### config.mk
export PLATFORM = sky130hd
export DESIGN_NAME = nb_dispatch_scheduler
export DESIGN_NICKNAME = d
export VERILOG_FILES = /design/src/rtl/nb_dispatch_scheduler_pkg.sv /design/src/rtl/nb_dispatch_scheduler_arbiter.sv /design/src/rtl/nb_dispatch_scheduler.sv
export SDC_FILE = /design/constraint.sdc
export NUM_CORES = 2
export LEC_CHECK = 0
export CORE_ASPECT_RATIO = 0.7
export CORE_MARGIN = 2
export CORE_UTILIZATION = 23
export CTS_CLUSTER_SIZE = 8
export DETAILED_ROUTE_END_ITERATION = 16
export GPL_TIMING_DRIVEN = 0
export PLACE_DENSITY_LB_ADDON = 0.08
export SLEW_MARGIN = 30
export SYNTH_ARGS = -nofsm -noshare
export SYNTH_HDL_FRONTEND = slang
export SYNTH_HIERARCHICAL = 1
export SYNTH_SLANG_ARGS = --single-unit
### constraint.sdc
create_clock -name clk -period 5.95 [get_ports clk]
set_input_delay 1.785 -clock clk [delete_from_list [all_inputs] [get_ports clk]]
set_output_delay 1.785 -clock clk [all_outputs]
set_load 0.03 [all_outputs]
### src/rtl/nb_dispatch_scheduler_pkg.sv
// Shared types and widths for the neighbour dispatch scheduler.
// Holds the arbitration-mode enum and the default neighbour entry width.
package MD_pkg;

    typedef enum logic {
        DISPATCH_ARB_RR    = 1'b0,
        DISPATCH_ARB_FIXED = 1'b1
    } dispatch_arb_mode_t;

    localparam int POS_PKT_STRUCT_WIDTH = 96;
    localparam int NODE_ID_WIDTH        = 9;
    localparam int DEFAULT_DATA_W       = POS_PKT_STRUCT_WIDTH + NODE_ID_WIDTH;

endpackage

### src/rtl/nb_dispatch_scheduler_arbiter.sv
// One-hot grant arbiter over the filter channels, round-robin or fixed priority.
// Owns the round-robin pointer, which advances only when a grant is issued.
module dispatch_arbiter
    import MD_pkg::*;
#(
    parameter int                 NUM_FILTERS = 8,
    parameter dispatch_arb_mode_t ARB_MODE    = DISPATCH_ARB_RR
) (
    input  logic                   clk,
    input  logic                   rst,
    input  logic [NUM_FILTERS-1:0] request,
    input  logic                   enable,
    output logic [NUM_FILTERS-1:0] grant
);

    localparam int PW = $clog2(NUM_FILTERS);

    logic [PW-1:0]            ptr_q;
    logic [PW-1:0]            ptr_d;
    logic [PW-1:0]            start;
    logic [NUM_FILTERS-1:0]   maskedReq;
    logic [NUM_FILTERS-1:0]   rotReq;
    logic [NUM_FILTERS-1:0]   rotGnt;
    logic [2*NUM_FILTERS-1:0] dblReq;
    logic [2*NUM_FILTERS-1:0] dblGnt;

    // Rotate requests so the search start sits at bit 0, pick the lowest set bit, rotate back.
    always_comb begin
        start = '0;
        if (ARB_MODE == DISPATCH_ARB_RR) begin
            start = (ptr_q == PW'(NUM_FILTERS - 1)) ? '0 : ptr_q + PW'(1);
        end
        maskedReq = enable ? request : '0;
        dblReq    = {maskedReq, maskedReq} >> start;
        rotReq    = dblReq[NUM_FILTERS-1:0];
        rotGnt    = rotReq & (~rotReq + NUM_FILTERS'(1));
        dblGnt    = {rotGnt, rotGnt} << start;
        grant     = dblGnt[2*NUM_FILTERS-1:NUM_FILTERS];
    end

    always_comb begin
        ptr_d = ptr_q;
        for (int i = 0; i < NUM_FILTERS; i++) begin
            if (grant[i]) begin
                ptr_d = PW'(i);
            end
        end
    end

    always_ff @(posedge clk or negedge rst) begin
        if (!rst) begin
            ptr_q <= PW'(NUM_FILTERS - 1);
        end else begin
            ptr_q <= ptr_d;
        end
    end

endmodule

### src/rtl/nb_dispatch_scheduler.sv
// Buffers incoming neighbour entries and hands each one to a single eligible filter.
// Grants are registered onto a shared data bus with a per-filter cooldown after each grant.
module nb_dispatch_scheduler
    import MD_pkg::*;
#(
    parameter int                 NUM_FILTERS = 8,
    parameter int                 DATA_W      = DEFAULT_DATA_W,
    parameter int                 FIFO_DEPTH  = 16,
    parameter int                 COOLDOWN    = 2,
    parameter dispatch_arb_mode_t ARB_MODE    = DISPATCH_ARB_RR,
    parameter int                 BP_THRESH   = FIFO_DEPTH - 4
) (
    input  logic                            clk,
    input  logic                            rst,
    input  logic                            i_spin_en,
    input  logic                            i_flush,
    input  logic [DATA_W-1:0]               i_data,
    input  logic                            i_data_valid,
    output logic                            o_data_ready,
    output logic                            o_back_pressure,
    input  logic [NUM_FILTERS-1:0]          i_filter_request,
    input  logic [NUM_FILTERS-1:0]          i_filter_back_pressure,
    output logic [DATA_W-1:0]               o_dispatch_data,
    output logic [NUM_FILTERS-1:0]          o_dispatch_valid,
    output logic                            o_buffer_empty,
    output logic [$clog2(FIFO_DEPTH+1)-1:0] o_occupancy,
    output logic [31:0]                     o_dispatch_count
);

    localparam int AW = $clog2(FIFO_DEPTH);
    localparam int OW = $clog2(FIFO_DEPTH + 1);
    localparam int CW = (COOLDOWN > 0) ? $clog2(COOLDOWN + 1) : 1;

    logic [DATA_W-1:0]      mem_q [FIFO_DEPTH];
    logic [AW-1:0]          wr_q;
    logic [AW-1:0]          rd_q;
    logic [OW-1:0]          occ_q;
    logic [CW-1:0]          cool_q [NUM_FILTERS];
    logic [NUM_FILTERS-1:0] valid_q;
    logic [DATA_W-1:0]      data_q;
    logic [31:0]            count_q;

    logic                   push;
    logic                   pop;
    logic                   arbEnable;
    logic [NUM_FILTERS-1:0] eligible;
    logic [NUM_FILTERS-1:0] grant;

    assign o_data_ready     = (occ_q != OW'(FIFO_DEPTH));
    assign o_back_pressure  = (occ_q >= OW'(BP_THRESH));
    assign o_buffer_empty   = (occ_q == '0);
    assign o_occupancy      = occ_q;
    assign o_dispatch_valid = valid_q;
    assign o_dispatch_data  = data_q;
    assign o_dispatch_count = count_q;

    assign push      = i_data_valid & o_data_ready & ~i_flush;
    assign arbEnable = i_spin_en & ~o_buffer_empty & ~i_flush;
    assign pop       = |grant;

    always_comb begin
        eligible = '0;
        for (int i = 0; i < NUM_FILTERS; i++) begin
            eligible[i] = i_filter_request[i] & ~i_filter_back_pressure[i] & (cool_q[i] == '0);
        end
    end

    dispatch_arbiter #(
        .NUM_FILTERS (NUM_FILTERS),
        .ARB_MODE    (ARB_MODE)
    ) u_arbiter (
        .clk     (clk),
        .rst     (rst),
        .request (eligible),
        .enable  (arbEnable),
        .grant   (grant)
    );

    always_ff @(posedge clk) begin
        if (push) begin
            mem_q[wr_q] <= i_data;
        end
    end

    // A flush realigns both pointers so stale entries can never resurface.
    always_ff @(posedge clk or negedge rst) begin
        if (!rst) begin
            wr_q  <= '0;
            rd_q  <= '0;
            occ_q <= '0;
        end else if (i_flush) begin
            wr_q  <= '0;
            rd_q  <= '0;
            occ_q <= '0;
        end else begin
            if (push) wr_q <= wr_q + AW'(1);
            if (pop)  rd_q <= rd_q + AW'(1);
            if (push && !pop)      occ_q <= occ_q + OW'(1);
            else if (pop && !push) occ_q <= occ_q - OW'(1);
        end
    end

    always_ff @(posedge clk or negedge rst) begin
        if (!rst) begin
            for (int i = 0; i < NUM_FILTERS; i++) cool_q[i] <= '0;
        end else begin
            for (int i = 0; i < NUM_FILTERS; i++) begin
                if (i_flush)               cool_q[i] <= '0;
                else if (grant[i])         cool_q[i] <= CW'(COOLDOWN);
                else if (cool_q[i] != '0)  cool_q[i] <= cool_q[i] - CW'(1);
            end
        end
    end

    always_ff @(posedge clk or negedge rst) begin
        if (!rst) begin
            valid_q <= '0;
            data_q  <= '0;
            count_q <= '0;
        end else begin
            valid_q <= grant;
            if (pop) begin
                data_q <= mem_q[rd_q];
                if (count_q != '1) count_q <= count_q + 32'd1;
            end
        end
    end

endmodule

==> run summary <==
Distinct cells, synth -> 62
CTS Buffer Depth -> 4
Core Area -> 307000 um2
Area delta synth->final -> 26.2%
Max-Cap Viols -> 0
Critical Path, Cell by Cell -> clkbuf_1 -> clkbuf_2 -> nor3b_4 -> nand2b_1 -> nor3_1 -> nor4b_4 -> nand3_1 -> mux2i_1 -> or4_4 -> nor2_4 -> nand2_1 -> fa_1 -> a21o_1 -> a21o_1 -> nor3_1 -> o21ai_0 -> nor3b_1
P per Cell Area -> 422 nW/um2
Clock Latency Late Sink -> 0.85 ns
Hpwl dp -> 146000 um
EDFF count, synth -> 1680
Starting Density -> 0.232
Synth Area per Inst -> 22.1 um2
Worst Reg2Reg Path Length in Cells -> 15
Root Buffer -> clkbuf_16
1st-pass router iterations -> 6
Vias in the first global route -> 37199
RSZ-0062 raised after global routing -> no
Gate Count Post-Synth -> 3216
Die Wd -> 669 um
Routed WL per cell -> 28.6 um
Max-slew violation count -> 0
Max Clock Freq -> 177 MHz
Max FO, Critical Path -> 10
# rows -> 170
Vias/cell -> 4.31
Post-synth top area cell -> edfxtp_1
Slew @ Worst Pin -> 1.01 ns
Primary FF master, synth -> edfxtp_1
Post-placement cell count -> 7734
Sequential fraction of the synthesis area -> 0.770
Initial antenna violation count -> 47
Crit path largest cell delay -> 0.53 ns
CP Data Required Time -> 6.67 ns
Synth Warn # -> 6
Layout cells sized above 1 -> 0.260
Worst Path Arrival -> 6.38 ns
Hold EP -> o_dispatch_count[28]$_DFFE_PN0P_
Hold Crit Depth -> 1
Setup crit end kind -> flip-flop
Placer Congestion -> 0.679
Reg2reg start -> o_occupancy[0]$_DFFE_PN0P_
DR vias -> 35342
Crit start category -> input pin
Worst hold-check path type -> reg2reg
Flop2flop setup slack -> 0.65 ns
Finished Layout Cells -> 8198
Worst hold start -> o_dispatch_count[28]$_DFFE_PN0P_
GRT overflow -> 0
Final Hold Viols -> 0
GRT Overall Usage -> 0.148
Htree depth -> 5
Top cell type's share of synthesized area -> 0.708
WS Path Type -> in2reg
Cts hold-fix bufs -> 0
Initial drt markers -> 2507
Largest net degree at the start of global routing -> 69
Slew Limit Headroom -> 0.326
TritonCTS buffer count -> 275
IO Pins -> 279
Fin crit share -> 0.952
Worst R2R End -> o_dispatch_data[58]$_DFFE_PN0P_
Clock Skew -> 0.0402 ns
Clk sinks -> 1857
Fill cells -> 29899
Die height -> 470 um
WHS -> 0.506 ns
Peak supply drop -> 211 uV
Async S/R FF share, synth -> 0.0953
Drt drc -> 0
First-pass GRT wire length -> 322000 um
TritonCTS clock tree -> yes
CP max stage cell -> or4_4
CTS clk-pin slew, worst paths -> 0.05 ns
Family with the most delay on the worst path -> simple AND/OR/NAND/NOR gates
Final ANT Viol Nets -> 0
Syn nets -> 3363
Fin nets -> 4031
Status -> finished clean
Post-CTS Repair Setup Buffers -> 0
Die ar. -> 314000 um2
Largest cells by area after synthesis -> edfxtp_1, mux4_2, dfrtp_1
Lkg Pwr -> 28.0 nW
Min Clock Period, post-route -> 5.66 ns
Mapped cell area -> 71200 um2
Drt total wl -> 234000 um
Final setup violating endpoints -> 0
WP buf/inv -> 2
Number of synthesized register bits -> 1857
# port buffers -> 277
==> state kept, by name (all words and copies together), names as in the netlist <==
register          count
o_dispatch_data     105
o_occupancy           5
o_dispatch_valid      8
u_arbiter/ptr_q       3
rd_q                  4
mem_q              1680
o_dispatch_count     32
wr_q                  4
cool_q               16
==> worst max path at each step <==
stage | from | endpoint | slack [ns] | depth (start not counted)
after CTS | i_flush | o_dispatch_data[28]$_DFFE_PN0P_ | 0.07 | 15
after global placement | i_data_valid | mem_q[10][18]$_DFFE_PP_ | -10.81 | 5
after global routing | i_filter_request[2] | o_occupancy[4]$_DFFE_PN0P_ | 0.004 | 17
after detailed placement | i_flush | o_dispatch_data[55]$_DFFE_PN0P_ | -1.59 | 14
final | i_flush | o_occupancy[4]$_DFFE_PN0P_ | 0.29 | 17
after floorplan | i_data_valid | mem_q[10][0]$_DFFE_PP_ | -1.23 | 4
==> cells in the mapped netlist, drive strengths merged (4+ instances only) <==
cell and number:
nand2 29, and3 7, and3b 4, a211oi 6, o211ai 5, xor2 26, nand3 19, dfrtp 174
mux2 4, nand4 15, nor4 5, nor3 17, o21ai 9, mux2i 231, or4 5, inv 30
edfxtp 1680, a221oi 106, mux4 420, ha 20, a21oi 6, and2 18, clkbuf 80, nor2 163
buf 82, xnor2 21
==> logic make-up (layout without fill, tap and decap cells) <==
logic type | Yosys count | after routing | share of synthesized area
buf+inv | 192 | 1037 | 0.0121
flops | 1857 | 1857 | 0.770
xor+xnor | 47 | 47 | 0.00578
mux | 655 | 655 | 0.166
compound gates | 146 | 146 | 0.0217
other cells | 0 | 9 | 0
simple gates | 298 | 298 | 0.0199
fa+ha+maj | 21 | 21 | 0.00379
==> power breakdown <==
| part | switching (mW) | leakage (nW) | internal [mW] |
|---|---|---|---|
| combinational | 4.80 | 6.99 | 3.06 |
| sequential | 0.540 | 17.3 | 14.9 |
| clock | 5.74 | 3.76 | 8.84 |
| total | 11.1 | 28.0 | 26.8 |
==> per-stage QoR <==
stage,utilization,worst slack [ns],area (um2),TNS (ns),total power [mW]
floorplan,-,-1.23,71200,-514.55,20.0
detailed placement,0.267,-1.59,82000,-159.46,23.8
finish,0.293,0.288,89900,0,37.9
global route,0.292,0.00416,89900,0,39.6
global placement,0.258,-10.81,79200,-,23.7
CTS,0.292,0.0679,89900,0,38.7
==> per-layer routing <==
metal	part of all wire	GRT usage	vias to the layer above	routed length (um)
met1	0.47	0.211	19154	110000
met3	0.049	0.0303	360	11500
li1	-	-	14868	-
met5	0.00058	0	-	137
met4	0.021	0.0333	22	4890
met2	0.46	0.230	938	108000
==> final cells by class <==
cell class | count | area, um2 | area share
sequential | 1857 | 54900 | 0.610
tap | 4128 | 5160 | 0.0574
clock buffer | 442 | 7720 | 0.0859
multi-input combinational | 1167 | 15600 | 0.173
timing repair buffer | 391 | 5450 | 0.0606
buffer | 162 | 847 | 0.00942
clock inverter | 12 | 131 | 0.00146
inverter | 30 | 113 | 0.00125
antenna | 9 | 22.5 | 0.000251
==> placed cells by master (no fill, tap or decap), drive strengths merged, types with 7 or more instances in the layout <==
cell type / instances
edfxtp: 1680
clkbuf: 523
mux4: 420
clkdlybuf4s50: 276
mux2i: 231
buf: 196
dfrtp: 174
nor2: 163
a221oi: 106
inv: 37
nand2: 29
xor2: 26
xnor2: 21
ha: 20
nand3: 19
and2: 18
nor3: 17
nand4: 15
diode: 9
o21ai: 9
and3: 7
==> repair_timing <==
| item | CTS | global route |
|---|---|---|
| hold endpoints to repair | 0 | 0 |
| resized for setup | 8 | 18 |
| endpoints found under the setup margin | 109 | 51 |
No activity file was read; power rests on OpenSTA's default activity.
